<file path="config.mk">
export PLATFORM = sky130hd
export DESIGN_NAME = fp_addsub_pipe
export DESIGN_NICKNAME = d
export VERILOG_FILES = /design/src/rtl/fp_addsub_pipe.sv
export SDC_FILE = /design/constraint.sdc
export NUM_CORES = 1
export LEC_CHECK = 0
export CORE_AREA = 10 10 167 286
export CTS_CLUSTER_SIZE = 28
export DETAILED_ROUTE_END_ITERATION = 12
export DIE_AREA = 0 0 177 296
export PLACE_DENSITY_LB_ADDON = 0.05
export REMOVE_ABC_BUFFERS = 1
export SYNTH_ARGS = -nofsm -noshare
export SYNTH_HDL_FRONTEND = slang
export SYNTH_SLANG_ARGS = --single-unit
</file>
<file path="constraint.sdc">
create_clock -name clk -period 5.8 [get_ports clk]
set_input_delay 1.16 -clock clk [delete_from_list [all_inputs] [get_ports clk]]
set_output_delay 1.16 -clock clk [all_outputs]
set_load 0.02 [all_outputs]
</file>
<file path="src/rtl/fp_addsub_pipe.sv">
// fp_addsub_pipe: 3-stage pipelined floating-point add/subtract with compare,
// round-to-nearest-even, flush-to-zero inputs and a tag carried through.
module fp_addsub_pipe #(
    parameter int EXP_W = 8,
    parameter int MAN_W = 23,
    parameter int TAG_W = 5,
    localparam int W = 1 + EXP_W + MAN_W
) (
    input  logic             clk,
    input  logic             rst_n,
    input  logic             in_valid,
    output logic             in_ready,
    input  logic             op,
    input  logic [W-1:0]     a,
    input  logic [W-1:0]     b,
    input  logic [TAG_W-1:0] in_tag,
    output logic             out_valid,
    input  logic             out_ready,
    output logic [W-1:0]     result,
    output logic [1:0]       compare,
    output logic [2:0]       flags,
    output logic [TAG_W-1:0] out_tag
);
    localparam int SW = MAN_W + 4;
    localparam int LW = $clog2(SW + 1);
    localparam int EW = EXP_W + 2;
    localparam int RW = MAN_W + 2;
    localparam logic [EXP_W-1:0] EMAX = '1;
    localparam logic [W-1:0] QNAN = {1'b0, {EXP_W{1'b1}}, 1'b1, {(MAN_W-1){1'b0}}};

    logic advance;
    assign advance  = !out_valid || out_ready;
    assign in_ready = advance;

    logic             a_zero, b_zero, a_inf, b_inf, a_nan, b_nan, sa, sb, swap, inf_clash;
    logic             c1_spec, c1_inv;
    logic [W-1:0]     bx, xw, yw, c1_res;
    logic [W-2:0]     a_mag, b_mag;
    logic [1:0]       c1_cmp;
    logic [EXP_W-1:0] dexp;
    logic [SW-1:0]    xsig, ysig, yal;

    always_comb begin
        bx        = {b[W-1] ^ op, b[W-2:0]};
        a_zero    = a[W-2 -: EXP_W] == '0;
        b_zero    = b[W-2 -: EXP_W] == '0;
        a_inf     = a[W-2 -: EXP_W] == EMAX && a[MAN_W-1:0] == '0;
        b_inf     = b[W-2 -: EXP_W] == EMAX && b[MAN_W-1:0] == '0;
        a_nan     = a[W-2 -: EXP_W] == EMAX && a[MAN_W-1:0] != '0;
        b_nan     = b[W-2 -: EXP_W] == EMAX && b[MAN_W-1:0] != '0;
        inf_clash = a_inf && b_inf && a[W-1] != bx[W-1];
        c1_inv    = (a_nan && !a[MAN_W-1]) || (b_nan && !b[MAN_W-1]) || inf_clash;
        c1_spec   = a_nan || b_nan || a_inf || b_inf || a_zero || b_zero;
        c1_res    = (a_nan || b_nan || inf_clash) ? QNAN :
                    a_inf ? a :
                    b_inf ? bx :
                    (a_zero && b_zero) ? {a[W-1] & bx[W-1], {(W-1){1'b0}}} :
                    a_zero ? bx : a;
        // compare uses the original b with zeros folded to +0
        a_mag     = a_zero ? '0 : a[W-2:0];
        b_mag     = b_zero ? '0 : b[W-2:0];
        sa        = a[W-1] && a_mag != '0;
        sb        = b[W-1] && b_mag != '0;
        c1_cmp    = (a_nan || b_nan) ? 2'd3 :
                    (a_mag == b_mag && sa == sb) ? 2'd2 :
                    (sa != sb) ? {1'b0, sa} :
                    ((a_mag > b_mag) ^ sa) ? 2'd0 : 2'd1;
        swap      = b[W-2:0] > a[W-2:0];
        xw        = swap ? bx : a;
        yw        = swap ? a : bx;
        dexp      = xw[W-2 -: EXP_W] - yw[W-2 -: EXP_W];
        xsig      = {1'b1, xw[MAN_W-1:0], 3'b000};
        ysig      = {1'b1, yw[MAN_W-1:0], 3'b000};
        yal       = int'(dexp) >= MAN_W + 3 ? SW'(1) :
                    (ysig >> dexp) | SW'(|(ysig & ~({SW{1'b1}} << dexp)));
    end

    logic             v1, spec1, inv1, sub1, sgn1;
    logic [TAG_W-1:0] tag1;
    logic [W-1:0]     res1;
    logic [1:0]       cmp1;
    logic [EXP_W-1:0] exp1;
    logic [SW-1:0]    xsig1, ysig1;

    always_ff @(posedge clk or negedge rst_n) begin
        if (!rst_n) begin
            v1    <= 1'b0;
            spec1 <= 1'b0;
            inv1  <= 1'b0;
            sub1  <= 1'b0;
            sgn1  <= 1'b0;
            tag1  <= '0;
            res1  <= '0;
            cmp1  <= '0;
            exp1  <= '0;
            xsig1 <= '0;
            ysig1 <= '0;
        end else if (advance) begin
            v1    <= in_valid;
            spec1 <= c1_spec;
            inv1  <= c1_inv;
            sub1  <= xw[W-1] != yw[W-1];
            sgn1  <= xw[W-1];
            tag1  <= in_tag;
            res1  <= c1_res;
            cmp1  <= c1_cmp;
            exp1  <= xw[W-2 -: EXP_W];
            xsig1 <= xsig;
            ysig1 <= yal;
        end
    end

    logic [SW:0] c2_sum;
    assign c2_sum = sub1 ? {1'b0, xsig1} - {1'b0, ysig1} : {1'b0, xsig1} + {1'b0, ysig1};

    logic             v2, spec2, inv2, sgn2;
    logic [TAG_W-1:0] tag2;
    logic [W-1:0]     res2;
    logic [1:0]       cmp2;
    logic [EXP_W-1:0] exp2;
    logic [SW:0]      sum2;

    always_ff @(posedge clk or negedge rst_n) begin
        if (!rst_n) begin
            v2    <= 1'b0;
            spec2 <= 1'b0;
            inv2  <= 1'b0;
            sgn2  <= 1'b0;
            tag2  <= '0;
            res2  <= '0;
            cmp2  <= '0;
            exp2  <= '0;
            sum2  <= '0;
        end else if (advance) begin
            v2    <= v1;
            spec2 <= spec1;
            inv2  <= inv1;
            sgn2  <= sgn1;
            tag2  <= tag1;
            res2  <= res1;
            cmp2  <= cmp1;
            exp2  <= exp1;
            sum2  <= c2_sum;
        end
    end

    function automatic logic [LW-1:0] lzc(input logic [SW-1:0] v);
        lzc = LW'(SW);
        for (int i = 0; i < SW; i++)
            if (v[i]) lzc = LW'(SW - 1 - i);
    endfunction

    logic            carry, rup, inx, uf, ovf;
    logic [LW-1:0]   nlz;
    logic [SW-1:0]   mn;
    logic [EW-1:0]   en, er;
    logic [RW-1:0]   mr;
    logic [MAN_W-1:0] fm;
    logic [W-1:0]    c3_res;
    logic [2:0]      c3_flags;

    always_comb begin
        carry    = sum2[SW];
        nlz      = lzc(sum2[SW-1:0]);
        mn       = carry ? {sum2[SW:2], sum2[1] | sum2[0]} : sum2[SW-1:0] << nlz;
        en       = carry ? {2'b00, exp2} + EW'(1) : {2'b00, exp2} - EW'(nlz);
        // mn[2:0] are guard, round, sticky; mn[3] is the result lsb
        rup      = mn[2] && (mn[1] || mn[0] || mn[3]);
        inx      = |mn[2:0];
        mr       = {1'b0, mn[SW-1:3]} + RW'(rup);
        er       = en + EW'(mr[RW-1]);
        fm       = mr[RW-1] ? mr[MAN_W:1] : mr[MAN_W-1:0];
        uf       = en[EW-1] || en == '0;
        ovf      = !uf && er >= {2'b00, EMAX};
        c3_res   = spec2 ? res2 :
                   sum2 == '0 ? '0 :
                   uf ? {sgn2, {(W-1){1'b0}}} :
                   ovf ? {sgn2, EMAX, {MAN_W{1'b0}}} :
                   {sgn2, er[EXP_W-1:0], fm};
        c3_flags = spec2 ? {inv2, 2'b00} :
                   sum2 == '0 ? 3'b000 :
                   uf ? 3'b001 :
                   ovf ? 3'b011 : {2'b00, inx};
    end

    always_ff @(posedge clk or negedge rst_n) begin
        if (!rst_n) begin
            out_valid <= 1'b0;
            result    <= '0;
            compare   <= '0;
            flags     <= '0;
            out_tag   <= '0;
        end else if (advance) begin
            out_valid <= v2;
            result    <= c3_res;
            compare   <= cmp2;
            flags     <= c3_flags;
            out_tag   <= tag2;
        end
    end
endmodule

</file>
---- Word-level counts from Yosys, hierarchy flattened ----
Index checks and enable logic that the tools add are counted.
operators by class
  reductions and logical operators ........ 42
  equality and inequality tests ........... 7
  bitwise logic cells ..................... 7
  $lt $le $gt $ge ......................... 4
  add/subtract/negate cells ............... 7
  shifts and indexed selects .............. 3
  muxes and demuxes ....................... 53
operators with widths
  operator                 count
  $mux W32                 9
  $mux W5                  26
  $mux W31                 4
  $gt A31 B31 Y1           2
  $reduce_bool A31 Y1      2
  $mux W27                 2
  $logic_not A23 Y1        2
  $reduce_bool A23 Y1      2
  $eq A31 B31 Y1           1
  $add A27 B27 Y28         1
  $logic_not A28 Y1        1
  $mux W28                 1
  $sub A27 B27 Y28         1
  $and A27 B27 Y27         1
  $not A27 Y27             1
  $or A27 B1 Y27           1
  $reduce_or A27 Y1        1
  $shl A27 B5 Y27          1
  $shl A27 B8 Y27 const A  1
  $shr A27 B8 Y27          1
  $add A24 B1 Y25          1
  $mux W23                 1
  $eq A8 B8 Y1 const B     2
  $logic_not A8 Y1         2
  20 further kinds         56
storage, ports and cells
  input bits .............................. 74
  flip-flop bits (word level) ............. 225
  word-level logic and storage cells ...... 148
  output and inout bits ................... 44

---- Depth between registers and ports, before layout ----
  word-level depth ........................ 40
  mapped depth ............................ 31

---- Worst setup path before layout ----
No wires, ideal clock.
  path type ............................... register to register
  start ................................... register sum2[3]
  end ..................................... register result[8]
  arrival time ............................ 5.745 ns
  setup time .............................. 0.141 ns
  stages on the path, launching flop included .. 31
  required time ........................... 5.659 ns
  path slack .............................. -0.086 ns
  clock period less this slack ............ 5.886 ns
  path through ............................ dfrtp_1 -> buf_2 -> o311ai_1 -> a211oi_1 -> o31ai_1 -> a211oi_1 -> o21a_1 -> buf_2 -> buf_1 -> clkbuf_1 -> clkbuf_1 -> nor4_1 -> a211oi_1 -> a21oi_1 -> ha_1 -> inv_1 -> nor3b_1 -> nand4_1 -> nor4_1 -> ha_1 -> ha_1 -> and2_1 -> nor3b_1 -> xor2_1 -> nand3_1 -> o21ai_1 -> or2_2 -> a31oi_1 -> buf_6 -> a32oi_1 -> a31oi_1
between the ends
  cells in the longest elaborated chain, start to end .. 37
  elaborated cells on any way between the ends .. 44
  those cells by class .................... add/sub (3); order compare (1); shift (1); mux (31); reduce/logical (8)
ends and longest elaborated chain
  item                             RTL line  text
  start: declaration               121       logic [SW:0] sum2;
  start signal: assignment         143       sum2 <= c2_sum;
  $mux W5 (24 in a row)            150       if (v[i]) lzc = LW'(SW - 1 - i);
  $shl A27 B5 Y27                  165       mn = carry ? {sum2[SW:2], sum2[1] | sum2[0]} : sum2[SW-1:0] << nlz;
  $mux W27                         165
  $logic_or A1 B1 Y1 (2 in a row)  168       rup = mn[2] && (mn[1] || mn[0] || mn[3]);
  $logic_and A1 B1 Y1              168
  $add A24 B1 Y25                  170       mr = {1'b0, mn[SW-1:3]} + RW'(rup);
  $add A10 B1 Y10                  171       er = en + EW'(mr[RW-1]);
  $ge A10 B8 Y1                    174       ovf = !uf && er >= {2'b00, EMAX};
  $logic_and A1 B1 Y1              174
  $mux W31                         178       ovf ? {sgn2, EMAX, {MAN_W{1'b0}}} :
  $mux W31                         177       uf ? {sgn2, {(W-1){1'b0}}} :
  $mux W32 *                       176       sum2 == '0 ? '0 :
  $mux W32 *                       175       c3_res = spec2 ? res2 :
  end signal: assignment           195       result <= c3_res;
  end: declaration                 19        output logic [W-1:0] result,
Every way passes the cells marked *; elsewhere a longest branch is shown, timed or not.
A chain may end at the register's enable or synchronous reset.

---- Final worst setup path ----
  start ................................... register sum2[4]
  end ..................................... register result[11]
between the ends
  cells in the longest elaborated chain, start to end .. 36
  elaborated cells on any way between the ends .. 43
  those cells by class .................... add/sub (3); order compare (1); shift (1); mux (30); reduce/logical (8)
ends and longest elaborated chain
  item                             RTL line
  $mux W5 (23 in a row)            150
  $shl A27 B5 Y27                  165
  $mux W27                         165
  $logic_or A1 B1 Y1 (2 in a row)  168
  $logic_and A1 B1 Y1              168
  $add A24 B1 Y25                  170
  $add A10 B1 Y10                  171
  $ge A10 B8 Y1                    174
  $logic_and A1 B1 Y1              174
  $mux W31                         178
  $mux W31                         177
  $mux W32 *                       176
  $mux W32 *                       175
Marked as above.

==> results.sh <==
export IMPL_outcome="complete, but fails checks"
export IMPL_violations="negative setup slack"
export IMPL_slew_viol_final=0
export IMPL_ir_drop_mv=0.4684
export IMPL_place_area_mm2=0.02428
export IMPL_drive_above_1_share_pct=24.68
export IMPL_ant_nets=0
export IMPL_firstDrtPassIters=7
export IMPL_synth_cell_types=99
export IMPL_hpwl_mm=63.51
export IMPL_leakage_nw=12.09
export IMPL_grt_pass1_wl_mm=121.4
export IMPL_core_mm2=0.04309
export IMPL_start_util_pct=44.33
export IMPL_vias=21030
export IMPL_r2r_slack_ns=-0.21
export IMPL_fmax_mhz=166.4
export IMPL_critPathMaxFanout=8
export IMPL_synth_warnings=0
export IMPL_netlist_area_mm2=0.01910
export IMPL_crit_required_ns=6.20
export IMPL_routabilityCongestion=0.9968
export IMPL_die_h_um=296
export IMPL_nets=3242
export IMPL_rsz0062_at_grt="true"
export IMPL_cpMostUsedCell="buf_4"
export IMPL_fin_area_mm2=0.02623
export IMPL_clock_sinks=225
export IMPL_hold_path_class="flop to flop"
export IMPL_track_usage_pct=29.81
export IMPL_portBuffers=117
export IMPL_ys_flop_type="dfrtp_1"
export IMPL_grt_antenna_before_repair=0
export IMPL_synth_edf_count=0
export IMPL_reg2reg_from="sum2[4]"
export IMPL_synthArstFlopShare_pct=100.0
export IMPL_numCtsBuffers=22
export IMPL_drc=0
export IMPL_path_clk_slew_ns=0.06
export IMPL_ios=118
export IMPL_grt_max_degree=204
export IMPL_layout_min_cycle_time_ns=6.009
export IMPL_viasPerCell=5.801
export IMPL_critical_path_slowest_cell="nor2_1"
export IMPL_cts_root_buf="clkbuf_16"
export IMPL_clkLatencyLatePin_ns=0.53
export IMPL_final_cell_mix="buf_4 (511), nand2_1 (439), nor2_1 (238), dfrtp_1 (223), a21oi_1 (209)"
export IMPL_clockBufferDepth=3
export IMPL_post_route_period_util_pct=103.6
export IMPL_hold_viol_final=0
export IMPL_slowest_delay_ns=0.79
export IMPL_p_total_w=0.01279
export IMPL_end_kind="flop"
export IMPL_cp_startpoint="sum2[4]"
export IMPL_final_util_pct=60.88
export IMPL_antenna_cells=0
export IMPL_syn_avg_cell_area_um2=7.575
export IMPL_worst_slew_pin_slew_ns=1.212
export IMPL_setup_viol=13
export IMPL_clock_tree_htree_level_count=1
export IMPL_cap_violations=0
export IMPL_post_drt_wl_per_cell_um=22.13
export IMPL_startpoint_type="flop"
export IMPL_fp_dieArea_mm2=0.05239
export IMPL_syn_inst=2522
export IMPL_r2r_end="result[11]"
export IMPL_die_w_um=177
export IMPL_ys_seq_elements=225
export IMPL_grt_overflow_total=0
export IMPL_syn2layout_area_growth_pct=37.31
export IMPL_seq_area_frac_synth_pct=29.47
export IMPL_critical_path_arrival_ns=6.41
export IMPL_p_per_area_mw_per_mm2=487.6
export IMPL_path_class="flop to flop"
export IMPL_endpoint="result[11]"
export IMPL_skew_ns=0.01111
export IMPL_core_rowCount=101
export IMPL_cts_tree="yes"
export IMPL_grt_pass1_vias=21520
export IMPL_setup_ws_ns=-0.2094
export IMPL_layout_commonest_cell="buf_4"
export IMPL_reg2regPathDepth=30
export IMPL_drt_total_wl_mm=80.23
export IMPL_drtIter0Drc=1661
export IMPL_pre_cts_ws_ns=-0.8963
export IMPL_max_slew_margin_rel_pct=19.11
==> logic make-up after synthesis <==
kind of cell | synth area share [%]
AO/OA/AOI/OAI | 23.09
XOR/XNOR | 2.842
adder cells (fa/ha/maj) | 8.318
buffers and inverters | 5.875
flip-flops | 29.47
multiplexers | 7.067
AND/OR/NAND/NOR | 23.34
==> flip-flops by register name, indices dropped and copies added (netlist names), 2 cells and up <==
register	cells
res1	32
res2	32
result	32
sum2	28
ysig1	27
xsig1	24
exp1	8
exp2	8
out_tag	5
tag1	5
tag2	5
flags	3
cmp1	2
cmp2	2
compare	2
==> routing by layer <==
| layer | GRT usage (%) | part of all wire, % | up-vias |
|---|---|---|---|
| met2 | 53.93 | 51 | 723 |
| met5 | 0 | 0 | - |
| met3 | 2.855 | 4.1 | 278 |
| li1 | - | - | 9990 |
| met1 | 30.63 | 36 | 10040 |
| met4 | 23.82 | 8.9 | 0 |
==> worst max-delay path, delay by kind of cell, from the launching register on <==
kind	cells	cell delay, ns
flip-flops	1	0.46
AO/OA/AOI/OAI	8	1.22
adder cells (fa/ha/maj)	2	0.31
XOR/XNOR	1	0.16
buffers and inverters	9	1.37
AND/OR/NAND/NOR	10	2.36
==> power breakdown <==
| part | switching [W] | internal, W |
|---|---|---|
| Clock | 0.000637 | 0.000884 |
| Combinational | 0.00483 | 0.00391 |
| Sequential | 0.000422 | 0.00210 |
| Total | 0.00589 | 0.00690 |
==> worst min-delay path by stage <==
| stage | startpoint | to | slack (ns) | cells after the start |
|---|---|---|---|---|
| 4_1_cts | v2 | out_valid | 0.47 | 1 |
| 2_1_floorplan | v2 | v2 | 0.43 | 2 |
| 3_3_place_gp | v2 | v2 | 0.44 | 2 |
| 3_5_place_dp | v2 | v2 | 0.45 | 2 |
| 5_1_grt | out_tag[3] | out_tag[3] | 0.49 | 2 |
| 6_report | out_tag[3] | out_tag[3] | 0.46 | 2 |
==> layout make-up <==
cell class,instances,area (um2)
Tap cell,566,708.2
Inverter,122,470.5
Clock inverter,10,132.6
Fill cell,3965,16860
Multi-Input combinational cell,2015,13150
Timing Repair Buffer,657,5489
Sequential cell,225,5633
Clock buffer,30,650.6
==> repair_timing <==
action / 4_1_cts / 5_1_grt
gates cloned: 0 / 1
pin swaps: 29 / 63
hold buffers: 0 / 0
endpoints found under the setup margin: 38 / 56
setup buffers: 25 / 11
gates resized for setup: 84 / 104
==> metrics by stage <==
| stage | cells | TNS (ns) | hold slack [ns] |
|---|---|---|---|
| finish | 3625 | -0.9536 | 0.4622 |
| global placement | 3549 | -29.51 | 0.4434 |
| detailed placement | 3549 | -29.94 | 0.4517 |
| global route | 3625 | -5.832 | 0.4860 |
| CTS | 3613 | -0.2834 | 0.4656 |
| floorplan | 2362 | -1690.75 | 0.4300 |
==> cells in the mapped netlist (all sizes together), types with 33 or more instances <==
| cell | instances | area, um2 |
|---|---|---|
| mux2i | 103 | 1031 |
| inv | 120 | 455.4 |
| ha | 123 | 1539 |
| dfrtp | 225 | 5630 |
| nor2 | 247 | 927.1 |
| nor4 | 33 | 236.5 |
| xnor2 | 35 | 306.5 |
| buf | 35 | 190.2 |
| nor3 | 44 | 230.2 |
| nand2 | 445 | 1670 |
| a21oi | 215 | 1091 |
| o21ai | 196 | 984.7 |
| nand3 | 79 | 400.4 |
| clkbuf | 125 | 469.2 |
Power figures use the tool's default switching activity.
